==> src/rtl/r88_regfile_param.sv <==
// r88_regfile_param: Rocket88 register block with configurable counts.
// Holds the 8-bit general registers, the 16-bit pointer registers (PC and
// SP among them) and a packed status byte, and feeds the data bus, the ALU
// operand inputs and the address unit. All outputs are registered.
module r88_regfile_param #(
    parameter int          NUM_GPR = 3,
    parameter int          NUM_PTR = 4,
    parameter int          PC_IDX  = 2,
    parameter int          SP_IDX  = 3,
    parameter logic [15:0] PC_RST  = 16'h0000,
    parameter logic [15:0] SP_RST  = 16'hFFF9,
    parameter int          SEL_W   = 4
) (
    input  logic             sysClock,
    input  logic             sysReset,
    input  logic [7:0]       busIn,
    input  logic [7:0]       highIn,
    output logic [7:0]       busOut,
    output logic             busOutEn,
    input  logic [SEL_W-1:0] regSel,
    input  logic             regWrite,
    input  logic             regRead,
    input  logic             wide16,
    input  logic [2:0]       rightSel,
    input  logic [2:0]       leftSel,
    input  logic             leftWide,
    input  logic [2:0]       addrSel,
    input  logic [1:0]       ptrOp,
    input  logic [2:0]       ptrSel,
    input  logic             incPC,
    input  logic             carryIn,
    input  logic             decMode,
    input  logic             breakFlag,
    input  logic             irqEn,
    output logic [7:0]       regRight,
    output logic [15:0]      regLeft,
    output logic [15:0]      regAddr,
    output logic             signFlag,
    output logic             zeroFlag,
    output logic             ptrWrap
);

    localparam int STATUS_IDX = NUM_GPR + 2 * NUM_PTR;

    localparam logic [1:0] OP_INC = 2'd1;
    localparam logic [1:0] OP_DEC = 2'd2;

    logic [7:0]  gpr_q   [NUM_GPR];
    logic [15:0] ptr_q   [NUM_PTR];
    logic [15:0] ptr_nxt [NUM_PTR];

    logic [NUM_GPR-1:0] gpr_we;
    logic [NUM_PTR-1:0] ptr_lo_we;
    logic [NUM_PTR-1:0] ptr_hi_we;
    logic [NUM_PTR-1:0] wrap_vec;

    logic [7:0]  rd_data;
    logic [7:0]  status_byte;
    logic [7:0]  right_nxt;
    logic [15:0] left_nxt;
    logic [15:0] addr_nxt;

    assign status_byte = {signFlag, zeroFlag, carryIn, irqEn, decMode, breakFlag, 2'b00};

    // Decode the write strobe into per-register byte enables.
    // NOTE: every signal driven here gets a default first, so no path can leave it unassigned and infer a latch.
    always_comb begin
        gpr_we    = '0;
        ptr_lo_we = '0;
        ptr_hi_we = '0;
        if (regWrite) begin
            for (int i = 0; i < NUM_GPR; i++) begin
                if (regSel == SEL_W'(i)) gpr_we[i] = 1'b1;
            end
            for (int p = 0; p < NUM_PTR; p++) begin
                if (regSel == SEL_W'(NUM_GPR + 2 * p)) begin
                    ptr_lo_we[p] = 1'b1;
                    // A wide write through the low-byte index also loads the high byte.
                    if (wide16) ptr_hi_we[p] = 1'b1;
                end
                if (regSel == SEL_W'(NUM_GPR + 2 * p + 1)) ptr_hi_we[p] = 1'b1;
            end
        end
    end

    // Next pointer values: write beats ptrOp, ptrOp beats incPC.
    always_comb begin
        for (int p = 0; p < NUM_PTR; p++) begin
            ptr_nxt[p]  = ptr_q[p];
            wrap_vec[p] = 1'b0;
            if (ptr_lo_we[p] || ptr_hi_we[p]) begin
                if (ptr_lo_we[p]) ptr_nxt[p][7:0]  = busIn;
                if (ptr_hi_we[p]) ptr_nxt[p][15:8] = ptr_lo_we[p] ? highIn : busIn;
            end else if (ptrSel == 3'(p) && ptrOp == OP_INC) begin
                ptr_nxt[p]  = ptr_q[p] + 16'd1;
                wrap_vec[p] = (ptr_q[p] == 16'hFFFF);
            end else if (ptrSel == 3'(p) && ptrOp == OP_DEC) begin
                ptr_nxt[p]  = ptr_q[p] - 16'd1;
                wrap_vec[p] = (ptr_q[p] == 16'h0000);
            end else if (p == PC_IDX && incPC) begin
                ptr_nxt[p]  = ptr_q[p] + 16'd1;
                wrap_vec[p] = (ptr_q[p] == 16'hFFFF);
            end
        end
    end

    // Bus read mux over the index map; unmapped indices read as zero.
    always_comb begin
        rd_data = 8'h00;
        for (int i = 0; i < NUM_GPR; i++) begin
            if (regSel == SEL_W'(i)) rd_data = gpr_q[i];
        end
        for (int p = 0; p < NUM_PTR; p++) begin
            if (regSel == SEL_W'(NUM_GPR + 2 * p))     rd_data = ptr_q[p][7:0];
            if (regSel == SEL_W'(NUM_GPR + 2 * p + 1)) rd_data = ptr_q[p][15:8];
        end
        if (regSel == SEL_W'(STATUS_IDX)) rd_data = status_byte;
    end

    // Operand and address muxes; out-of-range selects give zero.
    always_comb begin
        right_nxt = 8'h00;
        left_nxt  = 16'h0000;
        addr_nxt  = 16'h0000;
        for (int i = 0; i < NUM_GPR; i++) begin
            if (rightSel == 3'(i + 1))        right_nxt = gpr_q[i];
            if (!leftWide && leftSel == 3'(i)) left_nxt = {8'h00, gpr_q[i]};
            if (addrSel == 3'd0 && i == 1)    addr_nxt[15:8] = gpr_q[i];
            if (addrSel == 3'd0 && i == 2)    addr_nxt[7:0]  = gpr_q[i];
        end
        for (int p = 0; p < NUM_PTR; p++) begin
            if (leftWide && leftSel == 3'(p)) left_nxt = ptr_q[p];
            if (addrSel == 3'(p + 1))         addr_nxt = ptr_q[p];
        end
    end

    // Register state update; reset wins over every pending operation.
    // NOTE: sequential state uses non-blocking assignments so every register samples pre-edge values.
    always_ff @(posedge sysClock) begin
        if (sysReset) begin
            // NOTE: the register arrays are reset explicitly because software relies on their power-up values.
            for (int i = 0; i < NUM_GPR; i++) gpr_q[i] <= (i == 0) ? 8'h00 : 8'hFF;
            for (int p = 0; p < NUM_PTR; p++) begin
                ptr_q[p] <= (p == PC_IDX) ? PC_RST : ((p == SP_IDX) ? SP_RST : 16'h0000);
            end
            busOut   <= 8'h00;
            busOutEn <= 1'b0;
            regRight <= 8'h00;
            regLeft  <= 16'h0000;
            regAddr  <= 16'h0000;
            signFlag <= 1'b0;
            zeroFlag <= 1'b0;
            ptrWrap  <= 1'b0;
        end else begin
            for (int i = 0; i < NUM_GPR; i++) begin
                if (gpr_we[i]) gpr_q[i] <= busIn;
            end
            for (int p = 0; p < NUM_PTR; p++) ptr_q[p] <= ptr_nxt[p];
            // Read data is taken from pre-write state, so a same-cycle write is not visible.
            if (regRead) busOut <= rd_data;
            busOutEn <= regRead;
            regRight <= right_nxt;
            regLeft  <= left_nxt;
            regAddr  <= addr_nxt;
            if (|gpr_we) begin
                signFlag <= busIn[7];
                zeroFlag <= (busIn == 8'h00);
            end
            ptrWrap <= |wrap_vec;
        end
    end

endmodule

==> config.mk <==
export PLATFORM = sky130hd
export DESIGN_NAME = r88_regfile_param
export DESIGN_NICKNAME = d
export VERILOG_FILES = /design/src/rtl/r88_regfile_param.sv
export SDC_FILE = /design/constraint.sdc
export NUM_CORES = 1
export LEC_CHECK = 0
export CAP_MARGIN = 20
export CORE_MARGIN = 2
export CORE_UTILIZATION = 53
export DETAILED_ROUTE_END_ITERATION = 12
export PLACE_DENSITY = 0.77
export SYNTH_ARGS = -nofsm -noshare
export SYNTH_HDL_FRONTEND = slang
export SYNTH_SLANG_ARGS = --single-unit
==> constraint.sdc <==
create_clock -name sysClock -period 3.8 [get_ports sysClock]
set_input_delay 0.76 -clock sysClock [delete_from_list [all_inputs] [get_ports sysClock]]
set_output_delay 0.76 -clock sysClock [all_outputs]
set_load 0.005 [all_outputs]
After elaboration in Yosys (flattened, before gate mapping):

Memory sizes are Yosys's and may differ from the RTL's.
Index checks and enable logic that the tools add are counted.
Widths: inputs -> output; s select.

* register bits after elaboration: 52
* memory bits (writable): 88
* bits of input ports: 45
* output and inout bits: 52
* logic and storage cells: 190
* memories kept: 2

Memories
* ptr_q: depth 4, bits a word 16, read ports 4, clocked after memory_dff 0, write ports 4, line 49 `logic [15:0] ptr_q [NUM_PTR];`
* gpr_q: depth 3, bits a word 8, read ports 3, clocked after memory_dff 0, write ports 3, line 48 `logic [7:0] gpr_q [NUM_GPR];`

* $add $sub $neg: 8
* equal/unequal tests: 30
* muxes and demuxes: 104
* bitwise logic cells: 7
* reductions and logical operators: 31

Operators with widths (number)
* $mux 16: 27
* $mux 8: 33
* $add 16x1->16 const B: 4
* $eq 16x16->1 const B: 4
* $logic_not 16->1: 4
* $sub 16x1->16 const B: 4
* $mux 1: 41
* $eq 3x2->1 const B: 8
* $eq 4x3->1 const B: 4
* $eq 4x4->1 const B: 4
* $logic_and 1x1->1: 15
* $eq 3x1->1 const B: 4
* $logic_not 3->1: 3
* $eq 4x2->1 const B: 2
* $logic_not 8->1: 1
* $mux 4: 2
* $or 1x1->1: 7
* $eq 4x1->1 const B: 1
* $logic_not 4->1: 1
* $logic_or 1x1->1: 4
* $reduce_or 4->1: 1
* $eq 3x3->1 const B: 1
* $mux 3: 1
* $reduce_or 3->1: 1
* 3 further kinds: 3

Logic depth before layout (Yosys ltp):

* depth after elaboration: 13
* gate-level depth with buffers: 13
* depth with buffers taken out: 13

Least setup slack after synthesis:

No wires, ideal clock.

* path kind: in2reg
* start: input ptrOp[1]
* end: memory ptr_q[0][14]
* library setup time: 101 ps
* arrival: 3754 ps
* required time: 3699 ps
* path slack: -55 ps
* stages: 12
* buffers on the path: 0
* cell sequence: nand2b_1 -> nor4_1 -> inv_1 -> ha_1 -> nor2b_1 -> o31a_1 -> o211ai_1 -> a21oi_1 -> o31ai_1 -> o21ai_0 -> xnor2_1 -> o41ai_1

RTL lines
* from (decl): line 28 `input logic [1:0] ptrOp,`
* to (decl): line 49

==> results.txt <==
Dpl cells: 1718
Top FF cell, synth: dfxtp_1
Final ANT Viol Nets: 0
P&R area growth vs syn: 22.7%
Initial antenna violation count: 0
Sequential fraction of the synthesis area: 0.290
GR Layer Usage met1: 0.534
Overflow after GRT: 0
Min cycle time layout: 3.56 ns
Row count: 51
Slowest-stage cell, CP: or4_1
Max Slew Vio Count: 0
Placed cell area: 12300 um2
Final setup violation count: 0
Post-synth EDFFs: 24
Placer congestion estimate: 1.03
Placeable Area: 19500 um2
RSZ-0062 raised after global routing: no
Clock skew: 0.00744 ns
Total Routing Usage GR: 0.409
Post-synth top cells: nor2_1, dfxtp_1, nand2_1, o21ai_0, a21oi_1
Clock Tree Root: clkbuf_16
First-pass GRT wire length: 63900 um
Synth warn: 0
Worst reg2reg setup slack: 0.87 ns
Mean Syn Cell Area: 7.98 um2
CP Cell Sequence: clkdlybuf4s50_1, inv_1, or4_1, buf_4, ha_1, a211oi_1, o21ai_0, a31o_2, o21ai_0, buf_4, a211o_1, o211ai_1, o211ai_1, a21oi_1
Crit-path max FO: 10
Ports: 97
DR iter-0 viols: 1603
Peak supply drop: 0.314 mV
Yosys top cell area share: 0.221
H-tree lvl count: 4
Setup crit start kind: input port
Cell Count, Final, Fillers Out: 1752
Top post-synthesis cells by area: dfxtp_1, edfxtp_1, nor2_1, ha_1, o21ai_0
Most common cell in the synthesized netlist: nor2_1
CTS clk-pin slew, worst paths: 0.06 ns
Max Cap Violations: 0
Final period utilization: 0.938
DIE AREA: 21000 um2
Dpl hpwl: 31100 um
Critical path's largest stage delay: 0.50 ns
Flop pwr share: 0.372
Synth async-reset ratio: 0
Largest delay share family, worst path: compound AO/OA/AOI/OAI gates
Detailed-route via count: 11900
M2 GR Usage: 0.597
Buf+Inv Stages, Crit Path: 4
Peak Freq: 281 MHz
Clk sinks: 140
Outcome: completed
Num CTS Buffers: 17
Final WL: 42100 um
Final hold violation count: 0
Measured slew at the worst slew-check pin: 1.07 ns
Fin area: 12900 um2
Vert. Die Dim: 145 um
TritonCTS clock tree: yes
Filler Cells Inserted: 1669
Synth area leader: dfxtp_1
Crit end category: flop
Syn Inst Count: 1317
Post-CTS setup buffer count: 0
CP Data Required Time: 4.11 ns
DRT Pass-1 Iters: 7
Flops & latches, synth: 140
Clock Path Buffers: 2
Worst skew pair latency: 0.44 ns
PwrDens: 367 nW/um2
Worst Path Arrival: 3.87 ns
Mapped Area: 10500 um2
Internal: 3220 uW
Top Usage Layer GRT: met2
Largest net degree at the start of global routing: 45
Hold slack: 0.476 ns
Initial Util: 0.540
Static leakage: 0.00498 uW
Avg WL per Cell: 24.0 um
Critical setup path kind: in -> reg
Die width: 145 um
Clock share of power: 0.369
Sw Share: 0.317
DRC Markers: 0
Hold Path Class: reg -> reg
Relative slew slack: 0.282
Layout cell share with drive strength beyond 1: 0.135
Vias in the first global route: 11000
IO buf count: 96
Cell variety after synth: 85
Comb pwr share: 0.259
Vias/cell: 6.78
P_sw: 1500 uW
Syn Nets: 1410
Nets: 1565
Met3 Track Usage GR: 0.111
[final timing paths]
kind                            start                         to  depth (start not counted)
max                         ptrSel[0]  ptr_q[1][15]$_SDFFE_PP0P_                         14
min            busOut[0]$_SDFFE_PP0P_     busOut[0]$_SDFFE_PP0P_                          2
max reg2reg  ptr_q[1][0]$_SDFFE_PP0P_  ptr_q[1][14]$_SDFFE_PP0P_                         10
min reg2reg    busOut[0]$_SDFFE_PP0P_     busOut[0]$_SDFFE_PP0P_                          2
[cells in the final DEF, fill, tap and decap left out, types with 19 or more instances in the layout]
cell type        count
nor2_1             158
buf_4              130
dfxtp_1            116
nand2_1            111
o21ai_0            111
a21oi_1            102
clkdlybuf4s50_1     94
mux2i_1             51
a22oi_1             51
ha_1                45
nor4_1              29
inv_1               27
nor3_1              25
edfxtp_1            24
nand3_1             22
nand4_1             22
xnor2_1             21
nand2b_1            19
a221o_1             19
[cell type report]
cell class	instances	area, um2	share of cell area
Antenna cell	2	5.00	0.000388
Multi-Input combinational cell	1059	6880	0.533
Sequential cell	140	3040	0.236
Clock inverter	10	139	0.0108
Tap cell	265	332	0.0257
Inverter	28	105	0.00815
Timing Repair Buffer	226	1930	0.149
Clock buffer	22	464	0.0360
[through the flow]
stage	setup WS, ns	TNS [ns]	power, uW	utilization
floorplan	0.178	0	2470	-
global placement	-0.125	-0.610	2940	0.631
detailed placement	-0.206	-1.37	2960	0.631
CTS	0.245	0	4680	0.662
global route	0.0186	0	4900	0.662
finish	0.236	0	4730	0.662
[cells by family after synthesis]
kind of cell | synth area share
AND/OR/NAND/NOR | 0.212
AO/OA/AOI/OAI | 0.290
flip-flops | 0.290
buffers and inverters | 0.0571
multiplexers | 0.0668
adder cells (fa/ha/maj) | 0.0593
XOR/XNOR | 0.0250
[registers in the layout (all words and copies together), names as in the netlist]
signal    flops
zeroFlag      1
regAddr      16
signFlag      1
busOutEn      1
gpr_q        24
busOut        8
ptr_q        64
regRight      8
ptrWrap       1
regLeft      16
[power groups by stage]
stage | sequential (uW) | clock, uW | combinational, uW
2_1_floorplan | 1700 | 0 | 776
3_3_place_gp | 1770 | 0 | 1160
3_5_place_dp | 1770 | 0 | 1180
4_1_cts | 1740 | 1740 | 1190
5_1_grt | 1750 | 1810 | 1340
6_report | 1760 | 1750 | 1220
[worst reg2reg max path, cell delays in order (launching register included)]
cell      delay [ns]
dfxtp_1         0.62
inv_1           0.18
fa_1            0.46
nand2b_1        0.18
a21oi_1         0.20
o211ai_1        0.14
a21oi_1         0.24
nor3_2          0.10
o31ai_1         0.30
xnor2_1         0.12
o41ai_1         0.29
[layer usage]
metal | wire, um | part of all wire | vias up
li1 | - | - | 5308
met1 | 16000 | 0.38 | 5480
met2 | 17800 | 0.42 | 858
met3 | 5390 | 0.13 | 229
met4 | 2890 | 0.069 | 0
met5 | 0 | 0 | -
[repair_timing]
item | in CTS | in global routing
hold buffers | 0 | 0
resized for setup | 0 | 1
endpoints found under the setup margin | 0 | 1
Power figures use the tool's default switching activity.
